==> src/rtl/io_port_unit_if.sv <==
// Signal bundle between the CPU datapath / outside world and the I/O port unit.
// The unit itself connects via the slave modport; the driving side uses master.
interface io_port_unit_if #(
  parameter int DATA_W = 32
);
  logic [DATA_W-1:0] bus_mux_out;
  logic              out_port_in;
  logic [DATA_W-1:0] out_port_data;
  logic              out_strobe;
  logic [DATA_W-1:0] ext_in_data;
  logic              strobe;
  logic              in_port_out;
  logic [DATA_W-1:0] in_port_bus;
  logic              in_ready;
  logic              in_overrun;
  logic              int_req;
  logic              int_ack;

  modport master (
    output bus_mux_out, out_port_in, ext_in_data, strobe, in_port_out, int_ack,
    input  out_port_data, out_strobe, in_port_bus, in_ready, in_overrun, int_req
  );

  modport slave (
    input  bus_mux_out, out_port_in, ext_in_data, strobe, in_port_out, int_ack,
    output out_port_data, out_strobe, in_port_bus, in_ready, in_overrun, int_req
  );
endinterface

==> src/rtl/io_port_unit.sv <==
// I/O port pair: strobe-captured one-entry in-port buffer with interrupt and
// overrun tracking, plus a registered out-port with a load strobe.
module io_port_unit #(
  parameter int DATA_W      = 32,
  parameter int SYNC_STAGES = 2
) (
  input  logic          clk_i,
  input  logic          rst_ni,
  io_port_unit_if.slave port
);

  typedef enum logic {EMPTY = 1'b0, FULL = 1'b1} in_state_e;

  in_state_e               state_q;
  logic [SYNC_STAGES-1:0]  sync_q;
  logic                    strobe_prev_q;
  logic                    rd_prev_q;
  logic [DATA_W-1:0]       buf_q;
  logic                    overrun_q;
  logic                    int_req_q;
  logic                    int_req_d;
  logic [DATA_W-1:0]       out_data_q;
  logic                    out_strobe_q;
  logic                    cap;
  logic                    rd;

  // Reset to all-ones so a strobe already high at reset release is not seen as an edge.
  always_ff @(posedge clk_i or negedge rst_ni) begin
    if (!rst_ni) begin
      sync_q        <= '1;
      strobe_prev_q <= 1'b1;
    end else begin
      sync_q        <= {sync_q[SYNC_STAGES-2:0], port.strobe};
      strobe_prev_q <= sync_q[SYNC_STAGES-1];
    end
  end

  assign cap = sync_q[SYNC_STAGES-1] & ~strobe_prev_q;
  assign rd  = port.in_port_out & ~rd_prev_q;

  always_ff @(posedge clk_i or negedge rst_ni) begin
    if (!rst_ni) begin
      state_q   <= EMPTY;
      buf_q     <= '0;
      overrun_q <= 1'b0;
      rd_prev_q <= 1'b0;
    end else begin
      rd_prev_q <= port.in_port_out;
      case (state_q)
        EMPTY: begin
          if (cap) begin
            buf_q   <= port.ext_in_data;
            state_q <= FULL;
          end
        end
        FULL: begin
          // A read coinciding with a capture consumes the old value, so no overrun.
          if (cap) begin
            buf_q     <= port.ext_in_data;
            overrun_q <= ~rd;
          end else if (rd) begin
            state_q   <= EMPTY;
            overrun_q <= 1'b0;
          end
        end
      endcase
    end
  end

  always_comb begin
    int_req_d = int_req_q;
    if (cap) begin
      int_req_d = 1'b1;
    end else if (port.int_ack || rd) begin
      int_req_d = 1'b0;
    end
  end

  always_ff @(posedge clk_i or negedge rst_ni) begin
    if (!rst_ni) begin
      int_req_q    <= 1'b0;
      out_data_q   <= '0;
      out_strobe_q <= 1'b0;
    end else begin
      int_req_q    <= int_req_d;
      out_strobe_q <= port.out_port_in;
      if (port.out_port_in) begin
        out_data_q <= port.bus_mux_out;
      end
    end
  end

  assign port.in_port_bus   = buf_q;
  assign port.in_ready      = (state_q == FULL);
  assign port.in_overrun    = overrun_q;
  assign port.int_req       = int_req_q;
  assign port.out_port_data = out_data_q;
  assign port.out_strobe    = out_strobe_q;

endmodule

==> src/flat_wrapper.sv <==
// flat-port wrapper written by rule: the top's interface ports become plain ports
module io_port_unit_flat 
#(
  parameter int DATA_W      = 32,
  parameter int SYNC_STAGES = 2
)
  (clk_i, rst_ni, port_bus_mux_out, port_out_port_in, port_ext_in_data, port_strobe, port_in_port_out, port_int_ack, port_out_port_data, port_out_strobe, port_in_port_bus, port_in_ready, port_in_overrun, port_int_req);
  io_port_unit_if #(.DATA_W(DATA_W)) port_i ();
  input  logic clk_i;
  input  logic rst_ni;
  input wire logic [$bits(port_i.bus_mux_out)-1:0] port_bus_mux_out;
  input wire logic [$bits(port_i.out_port_in)-1:0] port_out_port_in;
  input wire logic [$bits(port_i.ext_in_data)-1:0] port_ext_in_data;
  input wire logic [$bits(port_i.strobe)-1:0] port_strobe;
  input wire logic [$bits(port_i.in_port_out)-1:0] port_in_port_out;
  input wire logic [$bits(port_i.int_ack)-1:0] port_int_ack;
  output wire logic [$bits(port_i.out_port_data)-1:0] port_out_port_data;
  output wire logic [$bits(port_i.out_strobe)-1:0] port_out_strobe;
  output wire logic [$bits(port_i.in_port_bus)-1:0] port_in_port_bus;
  output wire logic [$bits(port_i.in_ready)-1:0] port_in_ready;
  output wire logic [$bits(port_i.in_overrun)-1:0] port_in_overrun;
  output wire logic [$bits(port_i.int_req)-1:0] port_int_req;
  assign port_i.bus_mux_out = port_bus_mux_out;
  assign port_i.out_port_in = port_out_port_in;
  assign port_i.ext_in_data = port_ext_in_data;
  assign port_i.strobe = port_strobe;
  assign port_i.in_port_out = port_in_port_out;
  assign port_i.int_ack = port_int_ack;
  assign port_out_port_data = port_i.out_port_data;
  assign port_out_strobe = port_i.out_strobe;
  assign port_in_port_bus = port_i.in_port_bus;
  assign port_in_ready = port_i.in_ready;
  assign port_in_overrun = port_i.in_overrun;
  assign port_int_req = port_i.int_req;
  io_port_unit #(.DATA_W(DATA_W), .SYNC_STAGES(SYNC_STAGES)) u_core (.clk_i(clk_i), .rst_ni(rst_ni), .port(port_i));
endmodule
==> config.mk <==
export PLATFORM = sky130hd
export DESIGN_NAME = io_port_unit_flat
export DESIGN_NICKNAME = d
export VERILOG_FILES = /design/src/rtl/io_port_unit_if.sv /design/src/rtl/io_port_unit.sv /design/src/flat_wrapper.sv
export SDC_FILE = /design/constraint.sdc
export NUM_CORES = 1
export LEC_CHECK = 0
export ABC_AREA = 1
export CAP_MARGIN = 0
export CORE_MARGIN = 1.5
export CORE_UTILIZATION = 41
export CTS_BUF_LIST = sky130_fd_sc_hd__clkbuf_16
export CTS_CLUSTER_DIAMETER = 120
export DETAILED_ROUTE_END_ITERATION = 7
export PLACE_DENSITY = 0.81
export SYNTH_ARGS = -nofsm -noshare
export SYNTH_HDL_FRONTEND = slang
export SYNTH_SLANG_ARGS = --single-unit
==> constraint.sdc <==
create_clock -name clk_i -period 1.35 [get_ports clk_i]
set_clock_uncertainty 0.1 [all_clocks]
set_input_delay 0.2025 -clock clk_i [delete_from_list [all_inputs] [get_ports clk_i]]
set_output_delay 0.2025 -clock clk_i [all_outputs]
set_load 0.05 [all_outputs]
==> out/metrics.yaml, run 1 <==
status: "completed"
worstMarginPinSlew_ns: 0.380
ys_warn_count: 0
cts.htree.levels: 3
first_pass_iters: 4
slew_headroom: 0.747
power.density_nw_per_um2: 1340
holdPathStages: 2
setup_viol: 0
drtIter0Drc: 109
fin_cells: 533
cts_root_buf: "clkbuf_16"
r2r_start: "u_core.strobe_prev_q"
layout-drive-gt1-share: 0.227
netlist_area_um2: 2870
crit_required_ns: 1.05
drc: 0
p_leak_nw: 2.51
final_common_cell: "nand2_1"
rsz0062_at_grt: "false"
crit_path_max_incr_delay_ns: 0.44
synth_area_per_cell_um2: 9.73
layout.nets: 502
synth_nets: 365
endpoint_kind: "output pin"
cp-startpoint: "u_core.port.in_ready"
min_period_ns: 1.24
period_share: 0.918
hold_path.class: "input port to flip-flop"
rrSetupSlack_ns: 0.11
die_h_um: 86.7
rows: 30
critPathCapture: "port_in_ready"
path_class: "flip-flop to output pin"
start_util: 0.422
crit_cells: 1
crit_chain: "buf_12"
dieWidth_um: 86.7
gp_congestion: 0.778
crit_family: "flip-flops"
clk_path_buf_depth: 2
most-common-layout-cells: "nand2_1 (94), buf_12 (70), dfrtp_1 (69)"
dp_hpwl_um: 5260
wl_um: 7310
grt_use_total: 0.211
cp_max_fo: 4
grt.overflow.total: 0
drv_slew: 0
regToRegEndpoint: "u_core.port.in_port_bus[10]"
path_clk_slew_ns: 0.05
antenna_found_initial: 0
antennaDiodeCount: 0
grt_max_degree: 73
core-area_um2: 6790
final_util: 0.765
cts_buffers: 9
holdWs_ns: 0.204
wl_per_cell_um: 13.7
ys_types: 14
max-vdd-ir-drop_v: 0.000909
placement.io_buffers: 137
fmax_mhz: 807
vias: 2454
finalPower_mw: 6.98
synthCells: 295
netlist_top_cells_area: "dfrtp_1 (60%), nand2_1 (12%), nand3_1 (5.9%)"
floorplan.die_area_um2: 7510
worstRegToRegCells: 4
ys_seq_area_frac: 0.629
cts_tree: "yes"
antenna_left: 0
synth_seq_cells: 72
final_hold_viol_count: 0
boundaryPins: 138
grt_pass1_wl_um: 12200
worstPathArrival_ns: 0.94
worstSkewPairLatency_ns: 0.32
cts_sinks: 72
yosysTopAreaCell: "dfrtp_1"
cp_num_buf_inv: 1
vias_per_cell: 4.60
maxCapViolCount: 0
start_kind: "flip-flop"
synth_top_area_share: 0.602
areaGrowthSynthToFinish_pct: 81.2
slowest_stage: "dfrtp_1"
setup_tns_ns: 0
placed_cells: 516
grt_pass1_vias: 2503
[metrics by stage]
step	cell area, um2	setup slack, ns
final	5200	0.111
after global routing	5200	0.0316
after CTS	5200	0.0404
after detailed placement	4930	0.0214
after global placement	4930	0.130
after floorplan	2870	0.191
[routing by layer]
| metal | vias up | routed length [um] | track usage |
|---|---|---|---|
| li1 | 1188 | - | - |
| met5 | - | 0 | 0 |
| met3 | 15 | 586 | 0.0724 |
| met4 | 0 | 159 | 0.0836 |
| met2 | 98 | 3760 | 0.364 |
| met1 | 1153 | 2810 | 0.240 |
[synthesized netlist by cell type]
cell      instances
buf_4             8
nand2_8           1
nand3b_1          1
o21ai_1           1
buf_8             1
inv_4             1
dfstp_2           3
dfrtp_1          69
nand2_1          94
nand2_2           8
inv_1            35
nand3_1          34
o21ai_0          31
buf_6             8
[registers in the layout (all words and copies together), names as in the netlist]
signal / count
u_core.strobe_prev_q: 1
u_core.sync_q: 2
u_core.port.out_strobe: 1
u_core.rd_prev_q: 1
u_core.port.in_ready: 1
u_core.port.int_req: 1
u_core.port.in_port_bus: 32
u_core.port.in_overrun: 1
u_core.port.out_port_data: 32
[worst min-delay path by stage]
| stage | from | end | slack, ns |
|---|---|---|---|
| after global placement | rst_ni | u_core.port.int_req | 0.14 |
| final | port_out_port_in | u_core.port.out_strobe | 0.20 |
| after detailed placement | rst_ni | u_core.port.int_req | 0.14 |
| after floorplan | rst_ni | u_core.port.in_overrun | -0.19 |
| after global routing | port_strobe | u_core.sync_q[0] | 0.21 |
| after CTS | port_out_port_in | u_core.port.out_strobe | 0.20 |
[layout make-up]
cell class	instances	area (um2)
sequential	72	1810
timing repair buffer	143	2120
inverter	36	140
clock inverter	7	31.3
fill	441	1590
multi-input combinational	170	761
clock buffer	9	225
tap	96	120
[cell families after synthesis]
group	Yosys count	synth area share
compound gates	32	0.0558
flops	72	0.629
buf+inv	53	0.106
simple gates	138	0.209
[report_power, final]
| part | internal, mW | switching [mW] |
|---|---|---|
| Sequential | 2.39 | 0.266 |
| Combinational | 1.13 | 1.18 |
| Clock | 1.21 | 0.813 |
[timing repair]
| item | CTS | global route |
|---|---|---|
| hold buffers | 1 | 0 |
| setup buffers | 0 | 0 |
| hold endpoints to repair | 69 | 0 |
| endpoints found under the setup margin | 0 | 14 |
| gates resized for setup | 0 | 1 |
No activity file was read; power rests on OpenSTA's default activity.
==> inputs of run 2 (changes only) <==
Settings changed: CELL_PAD_IN_SITES_DETAIL_PLACEMENT set to 1, CELL_PAD_IN_SITES_GLOBAL_PLACEMENT set to 1, CORE_UTILIZATION 41 to 29, PLACE_DENSITY 0.81 to 0.87.
==> run 2 against run 1 <==
Effect of this change:
- maximum frequency is 1.5% lower
- largest power group unchanged
- routed wire length is 22% higher
- critical path type is now flip-flop to flip-flop
- clock power is 20% higher
- sequential power about the same
- worst hold slack worse by 0.054 ns
- non-clock buffer count grew 1
- worst setup slack lost 0.019 ns
==> out/metrics.yaml, run 2 (same netlist as run 1, synthesis figures left out) <==
cp_max_fo: 34  # +30
vias: 2545  # +3.7%
setup_tns_ns: 0  # unchanged
antenna_left: 0  # unchanged
hold_path.class: "input port to flip-flop"
rows: 36  # +20%
grt_pass1_wl_um: 14300  # +17%
grt_max_degree: 73  # unchanged
cp-startpoint: "u_core.strobe_prev_q"
rrSetupSlack_ns: 0.09  # -0.02 ns
p_leak_nw: 2.54  # +1.2%
hold_start: "port_out_port_in"
dp_hpwl_um: 6540  # +24%
grt_use_total: 0.180  # -0.0304
min_period_ns: 1.26  # +0.0190 ns
areaGrowthSynthToFinish_pct: 84.3
status: "completed"
most-common-layout-cells: "nand2_1 (94), buf_12 (69), dfrtp_1 (69)"
antenna_found_initial: 0  # unchanged
power.density_nw_per_um2: 1400  # +4.5%
fin_cells: 571  # +7.1%
rsz0062_at_grt: "false"
final_hold_viol_count: 0  # unchanged
holdPathEnd: "u_core.port.out_strobe"
start_kind: "flip-flop"
path_clk_slew_ns: 0.06  # about the same
cts.htree.levels: 3  # unchanged
placed_cells: 554  # +7.4%
antennaDiodeCount: 0  # unchanged
cts_tree: "yes"
setup_viol: 0  # unchanged
first_pass_iters: 4  # unchanged
power_frac_seq: 0.359  # -0.022
fmax_mhz: 795  # -1.5%
cts_root_buf: "clkbuf_16"
layout.nets: 503  # +0.20%
drc: 0  # unchanged
fillers: 1002  # +130%
switching_share: 0.311  # -0.0114
cts-resized-gates: 0  # unchanged
share_comb_of_total_power: 0.314  # -0.016
max-vdd-ir-drop_v: 0.000606  # -33%
worstSkewPairLatency_ns: 0.32  # about the same
cts_sinks: 72  # unchanged
endpoint_kind: "flip-flop"
maxCapViolCount: 0  # unchanged
holdPathStages: 2  # unchanged
layout-drive-gt1-share: 0.231  # +0.00405
worstRegToRegCells: 4  # unchanged
seq_area_um2: 1810  # unchanged
gp_congestion: 0.803  # +3.2%
p_int_mw: 5.11  # +8.0%
boundaryPins: 138  # unchanged
vias_per_cell: 4.46  # -3.2%
wl_per_cell_um: 15.6  # +14%
crit_required_ns: 1.51  # +0.46 ns
wl_um: 8900  # +22%
final_common_cell: "nand2_1"
r2r_start: "u_core.strobe_prev_q"
path_class: "flip-flop to flip-flop"
cts_buffers: 9  # unchanged
core-area_um2: 9680  # +43%
worstMarginPinSlew_ns: 0.416  # +0.0365 ns
slew_headroom: 0.723  # -0.0243
start_util: 0.296  # -0.126
die_h_um: 102  # +18%
floorplan.die_area_um2: 10500  # +40%
power_switching_mw: 2.31  # +2.5%
drv_slew: 0  # unchanged
grt.overflow.total: 0  # unchanged
period_share: 0.932  # +0.0141
grt_pass1_vias: 2846  # +14%
dieWidth_um: 102  # +18%
multi_input_area_um2: 761  # unchanged
drtIter0Drc: 57  # -48%
clk_path_buf_depth: 2  # unchanged
worstPathArrival_ns: 1.42  # +0.48 ns
clock_power_share: 0.327  # +0.038
regToRegEndpoint: "u_core.port.in_port_bus[28]"
placement.io_buffers: 137  # unchanged
-- run 2: how the worst max path moves through the flow --
| stage | endpoint | cells after the start |
|---|---|---|
| finish | u_core.port.in_port_bus[28] | 4 |
| global route | u_core.port.in_port_bus[23] | 3 |
| CTS | u_core.port.in_port_bus[28] | 4 |
| detailed placement | u_core.port.in_port_bus[24] | 4 |
| global placement | u_core.port.in_port_bus[9] | 4 |
| floorplan | u_core.port.in_port_bus[12] | 5 |
-- run 2: power by group through the flow --
stage                     Combinational [mW]  Sequential, mW  Clock (mW)
after floorplan                        0.299            3.34           0
after global placement                  2.29            2.69           0
after detailed placement                2.35            2.70           0
after CTS                               2.36            2.67        2.51
after global routing                    2.44            2.69        2.59
final                                   2.33            2.66        2.43
-- run 2: repair_timing --
action                                  in CTS  in global routing
setup buffers                                0                  0
endpoints found under the setup margin       0                  0
hold endpoints to repair                    69                  0
hold buffers                                 1                  0
-- run 2: routing by layer --
metal | GRT usage | share of wire | wire length, um | vias up
met4 | 0.0759 | 0.013 | 114 | 0
met2 | 0.326 | 0.55 | 4870 | 91
li1 | - | - | - | 1183
met1 | 0.196 | 0.37 | 3290 | 1257
met3 | 0.0547 | 0.070 | 626 | 14
met5 | 0 | 0 | 0 | -
-- run 2: through the flow --
step	setup slack, ns	utilization	area (um2)	hold slack [ns]	power, mW
after detailed placement	0.0946	0.513	4970	0.149	5.05
after global placement	0.161	0.513	4970	0.144	4.98
after global routing	0.0241	0.546	5290	0.165	7.72
after floorplan	0.191	-	2870	-0.193	3.64
after CTS	0.0683	0.546	5290	0.140	7.54
final	0.0920	0.546	5290	0.150	7.42
-- run 2: worst max-delay path, cell delays in order (launching register included) --
cell     delay, ns
dfstp_2       0.54
inv_4         0.12
nand2_8       0.24
nand2_1       0.10
nand2_1       0.09
-- run 2: area by class of cell --
class | count | share of cell area
clock buffer | 9 | 0.0426
clock inverter | 7 | 0.0151
sequential | 72 | 0.341
tap | 133 | 0.0315
timing repair buffer | 144 | 0.399
inverter | 36 | 0.0260
multi-input combinational | 170 | 0.144
